## src/rtl/spi_pkg.sv

```systemverilog
// ---------------------------------------------------------------------------
// spi_pkg
// Shared definitions for the SPI slave word front end.
//   DEFAULT_WORD_W      : bits per SPI word (reply and receive width)
//   DEFAULT_SYNC_STAGES : flip-flop stages used to bring SPI pins into clk
//   state_t             : front-end frame state (idle, command frame,
//                         data frame, both-selects error)
// ---------------------------------------------------------------------------
package spi_pkg;

  localparam int DEFAULT_WORD_W      = 16;
  localparam int DEFAULT_SYNC_STAGES = 2;

  typedef enum logic [1:0] {
    IDLE = 2'd0,
    CMD  = 2'd1,
    DATA = 2'd2,
    ERR  = 2'd3
  } state_t;

endpackage

```

## src/rtl/spi_pin_sync.sv

```systemverilog
// ---------------------------------------------------------------------------
// spi_pin_sync
// Multi-stage synchroniser for one asynchronous pin, followed by a rise/fall
// detector that compares the last two synchronised samples.
//   clk, rst    : system clock, synchronous active-high reset
//   i_pin       : raw asynchronous pin (idles low, e.g. mode-0 SCL)
//   o_rise      : one-clk strobe on a synchronised 0->1 transition
//   o_fall      : one-clk strobe on a synchronised 1->0 transition
// ---------------------------------------------------------------------------
module spi_pin_sync #(
  parameter int SYNC_STAGES = 2
) (
  input  logic clk,
  input  logic rst,
  input  logic i_pin,
  output logic o_rise,
  output logic o_fall
);

  logic [SYNC_STAGES-1:0] r_sync;
  logic                   r_prev;
  logic                   w_level;

  assign w_level = r_sync[SYNC_STAGES-1];

  // Shift the pin through the synchroniser chain and keep one extra sample
  // of the synchronised level so edges can be seen one clk later.
  always_ff @(posedge clk) begin
    if (rst) begin
      r_sync <= '0;
      r_prev <= 1'b0;
    end else begin
      r_sync <= {r_sync[SYNC_STAGES-2:0], i_pin};
      r_prev <= w_level;
    end
  end

  assign o_rise = w_level & ~r_prev;
  assign o_fall = ~w_level & r_prev;

endmodule

```

## src/rtl/spi_word_frontend.sv

```systemverilog
// ---------------------------------------------------------------------------
// spi_word_frontend
// SPI mode-0 slave physical front end. Synchronises the SPI pins, tracks the
// frame on two active-low selects, deserialises MSB-first words and shifts
// reply words out on SDO.
//   clk, rst         : system clock (>= 8x SCL), synchronous active-high reset
//   spi_scl/sdi/sdo  : SPI clock, master-out data, slave-out data
//   spi_cs_cmd/data  : active-low command / data channel selects
//   rx_valid         : one-clk strobe, rx_data holds a complete word
//   rx_data          : last received word, held until the next rx_valid
//   rx_is_cmd        : word came from the command channel
//   rx_first         : word is the first of its frame (valid with rx_valid)
//   tx_load_req      : one-clk request for the next reply word
//   tx_data          : reply word, sampled on the clk after tx_load_req
//   frame_start/end  : one-clk frame boundary strobes
//   rx_partial       : with frame_end, the frame ended mid-word
//   err_cs_both      : both selects were seen low and not yet both released
// ---------------------------------------------------------------------------
module spi_word_frontend
  import spi_pkg::*;
#(
  parameter int WORD_W      = DEFAULT_WORD_W,
  parameter int SYNC_STAGES = DEFAULT_SYNC_STAGES
) (
  input  logic              clk,
  input  logic              rst,
  input  logic              spi_scl,
  input  logic              spi_sdi,
  output logic              spi_sdo,
  input  logic              spi_cs_cmd,
  input  logic              spi_cs_data,
  output logic              rx_valid,
  output logic [WORD_W-1:0] rx_data,
  output logic              rx_is_cmd,
  output logic              rx_first,
  output logic              tx_load_req,
  input  logic [WORD_W-1:0] tx_data,
  output logic              frame_start,
  output logic              frame_end,
  output logic              rx_partial,
  output logic              err_cs_both
);

  localparam int              CNT_W    = $clog2(WORD_W);
  localparam logic [CNT_W-1:0] LAST_BIT = CNT_W'(WORD_W - 1);

  logic                   w_scl_rise;
  logic                   w_scl_fall;
  logic [SYNC_STAGES-1:0] r_sdi_sync;
  logic [SYNC_STAGES-1:0] r_cmd_sync;
  logic [SYNC_STAGES-1:0] r_data_sync;
  logic                   w_sdi;
  logic                   w_cs_cmd_n;
  logic                   w_cs_data_n;

  state_t                 r_state;
  state_t                 w_next_state;
  logic                   w_frame_start;
  logic                   w_frame_end;
  logic                   w_partial;
  logic                   w_rise_ok;
  logic                   w_fall_ok;
  logic                   w_word_done;

  logic [CNT_W-1:0]       r_bit_cnt;
  logic [WORD_W-2:0]      r_rx_shift;
  logic [WORD_W-1:0]      r_tx_shift;
  logic [WORD_W-1:0]      r_tx_hold;
  logic                   r_reload_pend;
  logic                   r_first_armed;

  logic                   r_rx_valid;
  logic [WORD_W-1:0]      r_rx_data;
  logic                   r_rx_is_cmd;
  logic                   r_rx_first;
  logic                   r_tx_load_req;
  logic                   r_frame_start;
  logic                   r_frame_end;
  logic                   r_rx_partial;

  // SCL needs edge detection, so it gets the dedicated sync/edge block.
  spi_pin_sync #(
    .SYNC_STAGES(SYNC_STAGES)
  ) u_scl_sync (
    .clk    (clk),
    .rst    (rst),
    .i_pin  (spi_scl),
    .o_rise (w_scl_rise),
    .o_fall (w_scl_fall)
  );

  // Plain synchronisers for data and selects. The selects reset to the
  // released level so the FSM does not see a phantom "both low" right after
  // reset while the chains refill.
  always_ff @(posedge clk) begin
    if (rst) begin
      r_sdi_sync  <= '0;
      r_cmd_sync  <= '1;
      r_data_sync <= '1;
    end else begin
      r_sdi_sync  <= {r_sdi_sync[SYNC_STAGES-2:0], spi_sdi};
      r_cmd_sync  <= {r_cmd_sync[SYNC_STAGES-2:0], spi_cs_cmd};
      r_data_sync <= {r_data_sync[SYNC_STAGES-2:0], spi_cs_data};
    end
  end

  assign w_sdi       = r_sdi_sync[SYNC_STAGES-1];
  assign w_cs_cmd_n  = r_cmd_sync[SYNC_STAGES-1];
  assign w_cs_data_n = r_data_sync[SYNC_STAGES-1];

  // Frame state register.
  always_ff @(posedge clk) begin
    if (rst) begin
      r_state <= IDLE;
    end else begin
      r_state <= w_next_state;
    end
  end

  // Next-state and event decode. A select change always wins over an SCL
  // edge seen in the same cycle, so edges are only accepted while the frame
  // is staying open.
  always_comb begin
    w_next_state  = r_state;
    w_frame_start = 1'b0;
    w_frame_end   = 1'b0;
    w_partial     = 1'b0;
    w_rise_ok     = 1'b0;
    w_fall_ok     = 1'b0;
    w_word_done   = 1'b0;
    case (r_state)
      IDLE: begin
        if (!w_cs_cmd_n && !w_cs_data_n) begin
          w_next_state = ERR;
        end else if (!w_cs_cmd_n) begin
          w_next_state  = CMD;
          w_frame_start = 1'b1;
        end else if (!w_cs_data_n) begin
          w_next_state  = DATA;
          w_frame_start = 1'b1;
        end
      end
      CMD, DATA: begin
        if (!w_cs_cmd_n && !w_cs_data_n) begin
          w_next_state = ERR;
          w_frame_end  = 1'b1;
          w_partial    = (r_bit_cnt != '0);
        end else if ((r_state == CMD) ? w_cs_cmd_n : w_cs_data_n) begin
          w_next_state = IDLE;
          w_frame_end  = 1'b1;
          w_partial    = (r_bit_cnt != '0);
        end else begin
          w_rise_ok   = w_scl_rise;
          w_fall_ok   = w_scl_fall;
          w_word_done = w_scl_rise && (r_bit_cnt == LAST_BIT);
        end
      end
      ERR: begin
        if (w_cs_cmd_n && w_cs_data_n) begin
          w_next_state = IDLE;
        end
      end
      default: w_next_state = IDLE;
    endcase
  end

  // Receive path. Only WORD_W-1 bits are kept because the final bit is
  // taken straight from the synchronised SDI on the completing rise.
  always_ff @(posedge clk) begin
    if (rst) begin
      r_bit_cnt     <= '0;
      r_rx_shift    <= '0;
      r_first_armed <= 1'b0;
      r_rx_valid    <= 1'b0;
      r_rx_data     <= '0;
      r_rx_is_cmd   <= 1'b0;
      r_rx_first    <= 1'b0;
    end else begin
      r_rx_valid <= w_word_done;
      r_rx_first <= w_word_done & r_first_armed;
      if (w_frame_start || w_frame_end) begin
        r_bit_cnt  <= '0;
        r_rx_shift <= '0;
      end else if (w_rise_ok) begin
        r_bit_cnt  <= (r_bit_cnt == LAST_BIT) ? '0 : r_bit_cnt + 1'b1;
        r_rx_shift <= {r_rx_shift[WORD_W-3:0], w_sdi};
      end
      if (w_word_done) begin
        r_rx_data   <= {r_rx_shift, w_sdi};
        r_rx_is_cmd <= (r_state == CMD);
      end
      if (w_frame_start) begin
        r_first_armed <= 1'b1;
      end else if (w_word_done) begin
        r_first_armed <= 1'b0;
      end
    end
  end

  // Transmit path. The reply requested at frame start goes straight into the
  // shifter; later replies wait in tx_hold and replace the shifter on the
  // SCL fall that follows the word boundary.
  always_ff @(posedge clk) begin
    if (rst) begin
      r_tx_shift    <= '0;
      r_tx_hold     <= '0;
      r_reload_pend <= 1'b0;
    end else if (w_frame_start || w_frame_end) begin
      r_reload_pend <= 1'b0;
    end else begin
      if (w_fall_ok) begin
        if (r_reload_pend) begin
          r_tx_shift    <= r_tx_hold;
          r_reload_pend <= 1'b0;
        end else begin
          r_tx_shift <= {r_tx_shift[WORD_W-2:0], 1'b0};
        end
      end
      if (r_tx_load_req) begin
        if (r_frame_start) begin
          r_tx_shift <= tx_data;
        end else begin
          r_tx_hold     <= tx_data;
          r_reload_pend <= 1'b1;
        end
      end
    end
  end

  // Registered frame strobes and reply requests.
  always_ff @(posedge clk) begin
    if (rst) begin
      r_tx_load_req <= 1'b0;
      r_frame_start <= 1'b0;
      r_frame_end   <= 1'b0;
      r_rx_partial  <= 1'b0;
    end else begin
      r_tx_load_req <= w_frame_start | w_word_done;
      r_frame_start <= w_frame_start;
      r_frame_end   <= w_frame_end;
      r_rx_partial  <= w_frame_end & w_partial;
    end
  end

  assign spi_sdo     = ((r_state == CMD) || (r_state == DATA)) ? r_tx_shift[WORD_W-1] : 1'b0;
  assign err_cs_both = (r_state == ERR);
  assign rx_valid    = r_rx_valid;
  assign rx_data     = r_rx_data;
  assign rx_is_cmd   = r_rx_is_cmd;
  assign rx_first    = r_rx_first;
  assign tx_load_req = r_tx_load_req;
  assign frame_start = r_frame_start;
  assign frame_end   = r_frame_end;
  assign rx_partial  = r_rx_partial;

endmodule

```

## config.mk

```make
export PLATFORM = sky130hd
export DESIGN_NAME = spi_word_frontend
export DESIGN_NICKNAME = d
export VERILOG_FILES = /design/src/rtl/spi_pkg.sv /design/src/rtl/spi_pin_sync.sv /design/src/rtl/spi_word_frontend.sv
export SDC_FILE = /design/constraint.sdc
export NUM_CORES = 1
export LEC_CHECK = 0
export BUFFER_PORTS_ARGS = -buffer_cell sky130_fd_sc_hd__buf_2
export CORE_MARGIN = 5
export CORE_UTILIZATION = 50
export CTS_BUF_LIST = sky130_fd_sc_hd__clkbuf_8
export CTS_CLUSTER_DIAMETER = 120
export DETAILED_ROUTE_END_ITERATION = 10
export GPL_TIMING_DRIVEN = 0
export PLACE_DENSITY = 0.74
export SLEW_MARGIN = 40
export SYNTH_ARGS = -nofsm -noshare
export SYNTH_HDL_FRONTEND = slang
export SYNTH_SLANG_ARGS = --single-unit
```

## constraint.sdc

```tcl
create_clock -name clk -period 2.64 [get_ports clk]
set_clock_uncertainty 0.1 [all_clocks]
set_input_delay 0.396 -clock clk [delete_from_list [all_inputs] [get_ports clk]]
set_output_delay 0.396 -clock clk [all_outputs]
set_load 0.005 [all_outputs]
```

# [Word-level counts from Yosys, hierarchy flattened]
# Index checks and enable logic that the tools add are counted.
# W data, S select, Z words.
[word_totals] register_bits=87 in_bits=22
[classes] add_sub_neg=1 n_eq_ne=7 n_mux=38 bitwise=9 reduce_logical=14
[op_table] op="$mux W16" n=4
[op_table] op="$mux W1" n=26
[op_table] op="$mux W2" n=6
[op_table] op="$pmux W2 S3" n=1
[op_table] op="$reduce_and A3 Y1" n=2
[op_table] op="$add A4 B1 Y4 const B" n=1
[op_table] op="$and A1 B1 Y1" n=4
[op_table] op="$eq A2 B2 Y1 const B" n=2
[op_table] op="$eq A4 B4 Y1 const B" n=1
[op_table] op="$mux W4" n=1
[op_table] op="$ne A4 B4 Y1 const B" n=1
[op_table] op="$not A1 Y1" n=4
[op_table] op="$reduce_bool A4 Y1" n=1
[op_table] op="$reduce_or A2 Y1" n=2
[op_table] op="$logic_and A1 B1 Y1" n=3
[op_table] op="$ne A3 B3 Y1 const B" n=1
[op_table] op="$eq A2 B1 Y1 const B" n=1
[op_table] op="$logic_not A1 Y1" n=2
[op_table] op="$logic_not A2 Y1" n=1
[op_table] op="$logic_or A1 B1 Y1" n=2
[op_table] op="$ne A2 B1 Y1 const B" n=1
[op_table] op="$reduce_bool A2 Y1" n=1
[op_table] op="$or A1 B1 Y1" n=1

# [Depth between registers and ports, before layout]
# Gate-level depths: netlist of the first run.
[logic_depth] depth_word=8 depth_mapped=8 ltp_nobuf=6

# [Modules after synthesis]
# A second synthesis of the first run with hierarchy kept.
[hier_totals] cells_unflattened=424 area_unflattened_um2=3746.1
[modules_own_cells] mod="spi_word_frontend" instances=1 cells_per_inst=416 area_each_um2=3654.8
[modules_own_cells] mod="spi_pin_sync" instances=1 cells_per_inst=8 area_each_um2=91.3

# [Least setup slack after synthesis of the first run]
# OpenSTA, ideal clock, no wires.
[synth_timing] path_type="register to register" startpoint="register r_cmd_sync[1]" endpoint="register r_tx_hold[10]" setup_time_ns=0.072 arrival_ns=1.855 path_slack_ns=0.613 stages_incl_launch_ff=8 n_path_buf=1 synth_period_minus_slack_ns=2.027 cell_sequence="dfxtp_1 -> inv_1 -> ha_1 -> a21oi_1 -> a22oi_4 -> nor2_2 -> buf_4 -> mux2i_1"
[synth_between] elab_chain_cells=7 word_cells_on_any_way=12 classes_between="mux (7); bitwise (1); reduce/logical (4)"
[synth_rtl] item="start: declaration" line="spi_word_frontend.sv:50" rtl="logic [SYNC_STAGES-1:0] r_cmd_sync;"
[synth_rtl] item="start signal: assignment" line="spi_word_frontend.sv:102" rtl="r_cmd_sync <= {r_cmd_sync[SYNC_STAGES-2:0], spi_cs_cmd};"
[synth_rtl] item="$mux W1 / $logic_not A1 Y1 (equally long branches)" line="spi_word_frontend.sv:148, spi_word_frontend.sv:133, spi_word_frontend.sv:144"
[synth_rtl] item="$mux W1 / $logic_and A1 B1 Y1 (equally long branches)" line="spi_word_frontend.sv:148, spi_word_frontend.sv:133, spi_word_frontend.sv:144"
[synth_rtl] item="$mux W1, on equally long branches" line="spi_word_frontend.sv:144, spi_word_frontend.sv:133"
[synth_rtl] item="$mux W1" line="spi_word_frontend.sv:131" rtl="case (r_state)"
[synth_rtl] item="$logic_or A1 B1 Y1 (*)" line="spi_word_frontend.sv:208" rtl="end else if (w_frame_start || w_frame_end) begin"
[synth_rtl] item="$not A1 Y1 (no line) (*)"
[synth_rtl] item="$reduce_and A3 Y1 (no line) (*)"
[synth_rtl] item="end signal: assignment" line="spi_word_frontend.sv:223" rtl="r_tx_hold <= tx_data;"
[synth_rtl] item="end: declaration" line="spi_word_frontend.sv:68" rtl="logic [WORD_W-1:0] r_tx_hold;"
# Mark *: on every way between the ends. The rest lies on a longest branch, timed or not.
# A chain may end at the register's enable or synchronous reset.

# [Final worst setup path of the first run]
[layout_timing] startpoint="register r_state[0]" endpoint="register r_tx_shift[6]"
[layout_between] elab_chain_cells=8 word_cells_on_any_way=16 classes_between="eq/ne (2); mux (11); reduce/logical (3)"
[layout_rtl] item="start: declaration" line="spi_word_frontend.sv:56" rtl="state_t r_state;"
[layout_rtl] item="start signal: assignment" line="spi_word_frontend.sv:116" rtl="r_state <= w_next_state;"
[layout_rtl] item="$eq A2 B1 Y1" line="spi_word_frontend.sv:131, spi_word_frontend.sv:148"
[layout_rtl] item="$mux W1 (2 in series)" line="spi_word_frontend.sv:148" rtl="end else if ((r_state == CMD) ? w_cs_cmd_n : w_cs_data_n) begin"
[layout_rtl] item="$mux W1" line="spi_word_frontend.sv:144" rtl="if (!w_cs_cmd_n && !w_cs_data_n) begin"
[layout_rtl] item="$mux W1" line="spi_word_frontend.sv:131"
[layout_rtl] item="$mux W16" line="spi_word_frontend.sv:211" rtl="if (w_fall_ok) begin"
[layout_rtl] item="$mux W16" line="spi_word_frontend.sv:220" rtl="if (r_frame_start) begin"
[layout_rtl] item="$mux W16" line="spi_word_frontend.sv:219" rtl="if (r_tx_load_req) begin"
[layout_rtl] item="end signal: assignment" line="spi_word_frontend.sv:213" rtl="r_tx_shift <= r_tx_hold;"
[layout_rtl] item="end signal: assignment" line="spi_word_frontend.sv:216" rtl="r_tx_shift <= {r_tx_shift[WORD_W-2:0], 1'b0};"
[layout_rtl] item="end signal: assignment" line="spi_word_frontend.sv:221" rtl="r_tx_shift <= tx_data;"
[layout_rtl] item="end: declaration" line="spi_word_frontend.sv:67" rtl="logic [WORD_W-1:0] r_tx_shift;"
# Several ways; a longest one is shown, not always the timed one.

==> results.sh, run 1 <==
export IMPL_status="complete, no violations"
export IMPL_synth_edf_count=0
export IMPL_clk_latency_ns=0.36
export IMPL_synthesis_area_sq_um=3832
export IMPL_max_freq_ghz=0.4329
export IMPL_cts_tree="built"
export IMPL_fin_crit_ns=2.310
export IMPL_start_util_pct=50.38
export IMPL_num_antenna_cells=0
export IMPL_die_w_um=97.55
export IMPL_htree_num_levels=3
export IMPL_endpoint_kind="flip-flop"
export IMPL_ys_ff_latch=87
export IMPL_leakagePower_nw=1.781
export IMPL_place_gp_congestion=0.8604
export IMPL_core_area_sq_um=7607
export IMPL_setup_tns_ns=0
export IMPL_path_class="reg -> reg"
export IMPL_cts_buffer_depth=2
export IMPL_syn_inst=426
export IMPL_maxSlewHeadroom_pct=62.84
export IMPL_rsz0062_at_grt="false"
export IMPL_postCtsSetupRepairBufs=0
export IMPL_cts_made_buffers=9
export IMPL_hold_class="in -> reg"
export IMPL_synth_distinct_cells=42
export IMPL_synth_most_common_cell="dfxtp_1"
export IMPL_grt_use_total_pct=19.22
export IMPL_cts_root_buf="clkbuf_8"
export IMPL_drc=0
export IMPL_cellPowerDensity_nw_per_um2=597.8
export IMPL_total_power_mw=2.612
export IMPL_nNetsFinal=514
export IMPL_cts_resized=0
export IMPL_instances_no_fill=590
export IMPL_hold_viol=0
export IMPL_ys_async_sr_fraction_pct=0
export IMPL_path_max_fanout=10
export IMPL_yosys_warnings=0
export IMPL_slew_violations=0
export IMPL_dp_cells=574
export IMPL_row_count=32
export IMPL_vias=3129
export IMPL_grt_pass1_wl_um=15090
export IMPL_drt_wl_total_um=8788
export IMPL_worst_pin_slew_ns=0.5574
export IMPL_drv_cap=0
export IMPL_hpwl_um=6223
export IMPL_die_height_um=97.55
export IMPL_cp_data_arrival_time_ns=2.46
export IMPL_avgSynthCellArea_sq_um=8.996
export IMPL_grt_ovfl_total=0
export IMPL_antenna_left=0
export IMPL_synth_ff_type="dfxtp_1"
export IMPL_required_ns=2.79
export IMPL_io_buffers=46
export IMPL_io_pins=47
export IMPL_yosysSeqAreaShare_pct=45.45
export IMPL_vdd_ir_drop_max_uv=473.3
export IMPL_grt_pass1_vias=3222
export IMPL_whs_ns=0.1172
export IMPL_clkTransAtPathRegs_ns=0.09
export IMPL_synth_top_cell_by_area="dfxtp_1"
export IMPL_wl_per_cell_um=14.89
export IMPL_holdBufCountCts=0
export IMPL_first_pass_iters=4
export IMPL_cts_sinks=87
export IMPL_syn2layout_area_growth_pct=14.01
export IMPL_synth_top_area_share_pct=45.45
export IMPL_drive_above_1_share_pct=17.42
export IMPL_setup_viol=0
export IMPL_start_kind="flip-flop"
export IMPL_yosys_top_cells_count="dfxtp_1, nand2_1, a21oi_1, mux2i_1"
export IMPL_die_area_sq_um=9516
export IMPL_viasPerCell=5.303
export IMPL_synthTopCellsByArea="dfxtp_1, mux2i_1, nand2b_1"
export IMPL_post_route_period_util_pct=87.50
export IMPL_synth_nets=457
export IMPL_antenna_found_initial=0
export IMPL_drtIter0Drc=153
export IMPL_grt_max_degree=17
state kept, by name (all words and copies together), names as in the netlist, 2 cells and up:
signal and count:
rx_data 16, r_cmd_sync 2, r_tx_shift 16, r_sdi_sync 2, r_state 2, r_bit_cnt 4
r_rx_shift 15, u_scl_sync.r_sync 2, r_tx_hold 16, r_data_sync 2
cells by family after synthesis:
| family | synth area share (%) |
|---|---|
| xor+xnor | 0.4572 |
| flops | 45.45 |
| fa+ha+maj | 2.938 |
| simple gates | 21.35 |
| mux | 10.81 |
| buf+inv | 4.930 |
| compound gates | 14.07 |
where the power goes:
| part | total, mW | switching, mW | internal [mW] |
|---|---|---|---|
| clock network | 0.867 | 0.511 | 0.356 |
| logic | 0.364 | 0.218 | 0.146 |
| registers | 1.38 | 0.0254 | 1.36 |
critical path, stage by stage, from the launching register on:
cell and delay (ns):
dfxtp_1 0.39, inv_1 0.10, ha_1 0.43, nand4bb_1 0.22, buf_1 0.28, nor3_1 0.25, o21ai_0 0.11, a221oi_1 0.32
cells in the final DEF (no fill, tap or decap), drive strengths merged:
master   instances
dfxtp           87
buf             59
nand2           42
a21oi           39
mux2i           39
nor2            36
nand2b          35
clkbuf          26
o21ai           19
inv             18
nor2b           11
or4             10
ha               9
a211oi           8
nor3             7
or2              5
o21a             5
a221oi           5
and2             4
o211a            4
nand3            2
nand3b           2
a31oi            2
clkinv           2
a22oi            1
and4bb           1
xor2             1
xnor2            1
and3             1
nor3b            1
mux2             1
o311ai           1
a41oi            1
nand4bb          1
nor4             1
o41ai            1
metrics by stage:
stage | instance area (sq um) | utilization (%) | setup slack (ns)
3_5_place_dp | 4190 | 55.08 | 0.3468
6_report | 4369 | 57.43 | 0.3300
3_3_place_gp | 4190 | 55.08 | 0.4159
5_1_grt | 4369 | 57.43 | 0.07504
2_1_floorplan | 3832 | - | 0.6134
4_1_cts | 4369 | 57.43 | 0.3295
final cells by class:
cell class                      instances  area, sq um
Fill cell                             698         3238
Multi-Input combinational cell        296         1902
Sequential cell                        87         1742
Timing Repair Buffer                   46        230.2
Buffer                                 30        140.1
Tap cell                              102        127.6
Clock buffer                            9        123.9
Clock inverter                          7        55.05
Inverter                               13        48.80
metal layers:
metal	vias to the layer above	part of all wire [%]	wire length, um	track usage [%]
met5	-	0	0	0
met4	0	2.0	173	7.455
met3	15	6.0	529	4.882
met2	94	49	4289	32.26
met1	1456	43	3796	23.56
li1	1564	-	-	-
worst paths after layout:
path                       from       endpoint  slack [ns]  cells past startpoint
setup / recovery     r_state[0]  r_tx_shift[6]        0.33                      7
hold / removal       spi_cs_cmd  r_cmd_sync[0]        0.12                      2
setup reg to reg     r_state[0]  r_tx_shift[6]        0.33                      7
hold reg to reg   r_cmd_sync[0]  r_cmd_sync[1]        0.32                      1
Note: power is estimated with default switching activity, not from simulation.
==> run 2: changes to the inputs <==
--- a/config.mk
+++ b/config.mk
@@ -6,6 +6,7 @@
 export NUM_CORES = 1
 export LEC_CHECK = 0
 export BUFFER_PORTS_ARGS = -buffer_cell sky130_fd_sc_hd__buf_2
+export CORE_ASPECT_RATIO = 0.8
 export CORE_MARGIN = 5
 export CORE_UTILIZATION = 50
 export CTS_BUF_LIST = sky130_fd_sc_hd__clkbuf_8
==> run 2 against run 1 <==
Against the previous run:
- global-route usage hardly changed
- critical path depth stayed put
- sequential power hardly changed
- utilization is 1.6 points higher
- setup slack worse by 0.036 ns
- critical path type unchanged
- largest cell class unchanged
- largest power group unchanged
==> results.sh, run 2 (same netlist as run 1, synthesis figures left out) <==
export IMPL_status="complete, no violations"
export IMPL_hold_viol=0
export IMPL_vias=3119
export IMPL_antenna_found_initial=0
export IMPL_required_ns=2.83
export IMPL_post_route_period_util_pct=88.85
export IMPL_viasPerCell=5.260
export IMPL_die_area_sq_um=9526
export IMPL_crit_path_start="r_cmd_sync[1]"
export IMPL_cts_made_buffers=9
export IMPL_grt_pass1_vias=3079
export IMPL_drc=0
export IMPL_drv_cap=0
export IMPL_antenna_left=0
export IMPL_vdd_ir_drop_max_uv=275.3
export IMPL_grt_ovfl_total=0
export IMPL_start_kind="flip-flop"
export IMPL_io_pins=47
export IMPL_setup_viol=0
export IMPL_die_w_um=107.9
export IMPL_path_max_fanout=10
export IMPL_clk_latency_ns=0.37
export IMPL_start_util_pct=51.60
export IMPL_grt_use_total_pct=19.27
export IMPL_cts_root_buf="clkbuf_8"
export IMPL_rsz0062_at_grt="false"
export IMPL_syn2layout_area_growth_pct=14.40
export IMPL_grtUsageMet2_pct=30.87
export IMPL_hold_class="in -> reg"
export IMPL_nFillCells=683
export IMPL_r2r_cells=7
export IMPL_dp_cells=577
export IMPL_io_buffers=46
export IMPL_htree_num_levels=3
export IMPL_final_cell_mix="dfxtp_1, buf_2, nand2_1, a21oi_1, mux2i_1"
export IMPL_path_class="reg -> reg"
export IMPL_die_height_um=88.31
export IMPL_cts_buffer_depth=2
export IMPL_layout_commonest_cell="dfxtp_1"
export IMPL_instances_no_fill=593
export IMPL_finish_utilization_pct=59.03
export IMPL_max_freq_ghz=0.4263
export IMPL_cts_resized=0
export IMPL_slew_violations=0
export IMPL_worst_pin_slew_ns=0.5715
export IMPL_cellPowerDensity_nw_per_um2=600.1
export IMPL_design_area_sq_um=4384
export IMPL_wl_per_cell_um=14.36
export IMPL_ff2ff_setup_slack_ns=0.29
export IMPL_leakagePower_nw=1.775
export IMPL_first_pass_iters=4
export IMPL_maxSlewHeadroom_pct=61.90
export IMPL_fin_crit_ns=2.346
export IMPL_clkTransAtPathRegs_ns=0.09
export IMPL_nNetsFinal=514
export IMPL_setup_tns_ns=0
export IMPL_grt_pass1_wl_um=14710
export IMPL_cts_sinks=87
export IMPL_num_antenna_cells=0
export IMPL_grtUsageMet3_pct=5.033
export IMPL_hpwl_um=6134
export IMPL_place_gp_congestion=0.8812
export IMPL_core_area_sq_um=7427
export IMPL_top_usage_layer="met2"
export IMPL_holdBufCountCts=0
export IMPL_reg2reg_from="r_cmd_sync[1]"
export IMPL_endpoint_kind="flip-flop"
export IMPL_grt_max_degree=18
export IMPL_setup_slack_ns=0.2944
export IMPL_drtIter0Drc=163
export IMPL_worstHoldPathCells=2
export IMPL_grtUsageMet1_pct=26.05
export IMPL_placed_area_sq_um=4194
export IMPL_dpl_worst_slack_ns=0.3133
export IMPL_cts_tree="built"
export IMPL_row_count=28
export IMPL_drt_wl_total_um=8513
export IMPL_cp_data_arrival_time_ns=2.54
export IMPL_postCtsSetupRepairBufs=0
export IMPL_drive_above_1_share_pct=17.62
export IMPL_holdCritStartpoint="spi_cs_cmd"
==> run 2: final timing paths <==
path,endpoint
hold reg to reg,r_data_sync[1]
setup reg to reg,r_tx_hold[14]
setup / recovery,r_tx_hold[14]
hold / removal,r_cmd_sync[0]
==> run 2: worst max-delay path, cell delays in order (launching register included) <==
cell and delay (ns):
dfxtp_1 0.42, inv_1 0.11, ha_1 0.32, a21oi_1 0.24, a22oi_4 0.12, nor2_2 0.44, buf_4 0.32, mux2i_1 0.21
==> run 2: final cells by class <==
class,count,area [sq um],share of cell area [%]
multi-input combinational,296,1902,43.38
clock buffer,9,123.9,2.825
sequential,87,1742,39.73
buffer,30,140.1,3.196
clock inverter,7,66.31,1.513
inverter,13,48.80,1.113
tap,105,131.4,2.997
timing repair buffer,46,230.2,5.251
==> run 2: per-stage QoR <==
stage	hold WS, ns	power (mW)
finish	0.1122	2.631
global route	0.1044	2.755
CTS	0.1024	2.642
detailed placement	0.3005	1.767
global placement	0.2975	1.758
floorplan	0.2895	1.663
==> run 2: metal layers <==
metal,up-vias,wire length [um]
met5,-,0
met2,76,3791
met4,0,129
li1,1565,-
met3,14,463
met1,1464,4128
==> run 2: where the power goes <==
group / leakage [nW] / total [mW] / switching [mW] / internal (mW)
Sequential: 0.705 / 1.38 / 0.0245 / 1.36
Combinational: 0.979 / 0.363 / 0.217 / 0.146
Clock: 0.0914 / 0.888 / 0.523 / 0.364
==> run 3: changes to the inputs <==
--- a/config.mk
+++ b/config.mk
@@ -7,7 +7,6 @@
 export LEC_CHECK = 0
 export BUFFER_PORTS_ARGS = -buffer_cell sky130_fd_sc_hd__buf_2
 export CORE_ASPECT_RATIO = 0.8
-export CORE_MARGIN = 5
 export CORE_UTILIZATION = 50
 export CTS_BUF_LIST = sky130_fd_sc_hd__clkbuf_8
 export CTS_CLUSTER_DIAMETER = 120
==> constraint.sdc (replaced) <==
create_clock -name clk -period 2.4 [get_ports clk]
set_clock_uncertainty 0.1 [all_clocks]
set_input_delay 0.36 -clock clk [delete_from_list [all_inputs] [get_ports clk]]
set_output_delay 0.36 -clock clk [all_outputs]
set_load 0.005 [all_outputs]
==> run 3 against run 2 <==
Against the previous run:
- critical path depth did not move
- clock power rose by 32%
- combinational power up 11%
- cell count down 0.17%
- sequential cell count unchanged
- utilization rose by 0.84 points
- sequential share of layout area down 0.37 points
- power is 17% higher
- maximum frequency up 2.5%
- count of clock-buffer cells in the layout is the same
- setup slack got worse by 0.18 ns
- sequential power rose by 10%
- critical path type unchanged
- critical endpoint is now r_tx_shift[0]
- largest power group unchanged
==> results.sh, run 3 (same netlist as run 1, synthesis figures left out) <==
export IMPL_status="complete, no violations"
export IMPL_grt_ovfl_total=0
export IMPL_crit_path_start="r_state[1]"
export IMPL_num_antenna_cells=0
export IMPL_start_util_pct=51.84
export IMPL_cts_resized=0
export IMPL_grt_use_total_pct=22.39
export IMPL_path_max_fanout=10
export IMPL_design_area_sq_um=4425
export IMPL_worst_pin_slew_ns=0.5544
export IMPL_holdCritStartpoint="spi_cs_cmd"
export IMPL_leakagePower_nw=1.797
export IMPL_finish_utilization_pct=59.87
export IMPL_die_w_um=99.88
export IMPL_start_kind="flip-flop"
export IMPL_holdBufCountCts=0
export IMPL_hold_viol=0
export IMPL_max_freq_ghz=0.4370
export IMPL_placed_area_sq_um=4194
export IMPL_cts_buffer_depth=2
export IMPL_syn2layout_area_growth_pct=15.47
export IMPL_vias=3139
export IMPL_nNetsFinal=513
export IMPL_required_ns=2.58
export IMPL_endpoint_kind="flip-flop"
export IMPL_rsz0062_at_grt="true"
export IMPL_setup_viol=0
export IMPL_postCtsSetupRepairBufs=0
export IMPL_core_area_sq_um=7392
export IMPL_cts_sinks=87
export IMPL_drtIter0Drc=142
export IMPL_slew_violations=0
export IMPL_io_pins=47
export IMPL_row_count=28
export IMPL_antenna_found_initial=0
export IMPL_drc=0
export IMPL_grt_max_degree=17
export IMPL_die_height_um=80.31
export IMPL_drt_wl_total_um=8382
export IMPL_reg2reg_from="r_state[1]"
export IMPL_cts_made_buffers=9
export IMPL_clkTransAtPathRegs_ns=0.09
export IMPL_final_cell_mix="dfxtp_1, buf_2, nand2_1, a21oi_1, mux2i_1"
export IMPL_wl_per_cell_um=14.16
export IMPL_drive_above_1_share_pct=17.86
export IMPL_cts_tree="built"
export IMPL_layout_commonest_cell="dfxtp_1"
export IMPL_cp_data_arrival_time_ns=2.47
export IMPL_vdd_ir_drop_max_uv=385.2
export IMPL_hold_class="in -> reg"
export IMPL_drv_cap=0
export IMPL_hpwl_um=5967
export IMPL_viasPerCell=5.302
export IMPL_path_class="reg -> reg"
export IMPL_io_buffers=46
export IMPL_htree_num_levels=3
export IMPL_fin_crit_ns=2.288
export IMPL_cellPowerDensity_nw_per_um2=698.1
export IMPL_setup_tns_ns=0
export IMPL_maxSlewHeadroom_pct=62.95
export IMPL_die_area_sq_um=8021
export IMPL_first_pass_iters=4
export IMPL_antenna_left=0
export IMPL_grt_pass1_wl_um=13810
export IMPL_cts_root_buf="clkbuf_8"
export IMPL_grt_pass1_vias=2858
export IMPL_nFillCells=673
export IMPL_place_gp_congestion=0.8575
export IMPL_clk_latency_ns=0.37
export IMPL_post_route_period_util_pct=95.35
run 3: cell types whose count changed in the layout (fill, tap and decap cells not counted), sizes merged:
| cell | delta |
|---|---|
| inv | -1 |
| clkinvlp | -1 |
| bufinv | +2 |
| clkbuf | -1 |
run 3: worst max-delay path, cell delays in order, from the launching register on:
cell	delay, ns
dfxtp_1	0.33
inv_1	0.12
ha_1	0.28
mux2_2	0.42
buf_2	0.21
o21ai_0	0.41
a31oi_1	0.14
o21ai_0	0.20
run 3: area by class of cell:
class | instances | area, sq um | area share (%)
Buffer | 29 | 137.6 | 3.110
Multi-Input combinational cell | 296 | 1907 | 43.09
Inverter | 13 | 48.80 | 1.103
Clock inverter | 7 | 105.1 | 2.375
Clock buffer | 9 | 123.9 | 2.799
Tap cell | 105 | 131.4 | 2.969
Timing Repair Buffer | 46 | 230.2 | 5.202
Sequential cell | 87 | 1742 | 39.36
run 3: power breakdown:
group	internal, mW	switching, mW
combinational	0.161	0.241
clock	0.600	0.566
sequential	1.49	0.0291
run 3: path summary, 6_finish.rpt:
path / endpoint / slack [ns] / cells after the start
hold / removal: r_cmd_sync[0] / 0.07 / 2
setup / recovery: r_tx_shift[0] / 0.11 / 7
hold reg to reg: r_data_sync[1] / 0.31 / 1
setup reg to reg: r_tx_shift[0] / 0.11 / 7
run 3: stage by stage:
stage          instances  total power [mW]  hold slack (ns)  setup WS, ns
2_1_floorplan        426             1.829           0.2895        0.3734
3_5_place_dp         577             1.942           0.2923       0.04234
4_1_cts              593             3.092          0.05802       0.01636
6_report             592             3.089          0.07113        0.1117
3_3_place_gp         577             1.930           0.2935        0.1184
5_1_grt              592             3.211          0.07049      -0.01536
run 3: per-layer routing:
layer | global-route usage (%) | wire, um | vias up
met5 | 0 | 0 | -
met4 | 6.324 | 97 | 0
met3 | 6.179 | 411 | 13
met2 | 37.17 | 3861 | 74
met1 | 28.52 | 4011 | 1480
li1 | - | - | 1572
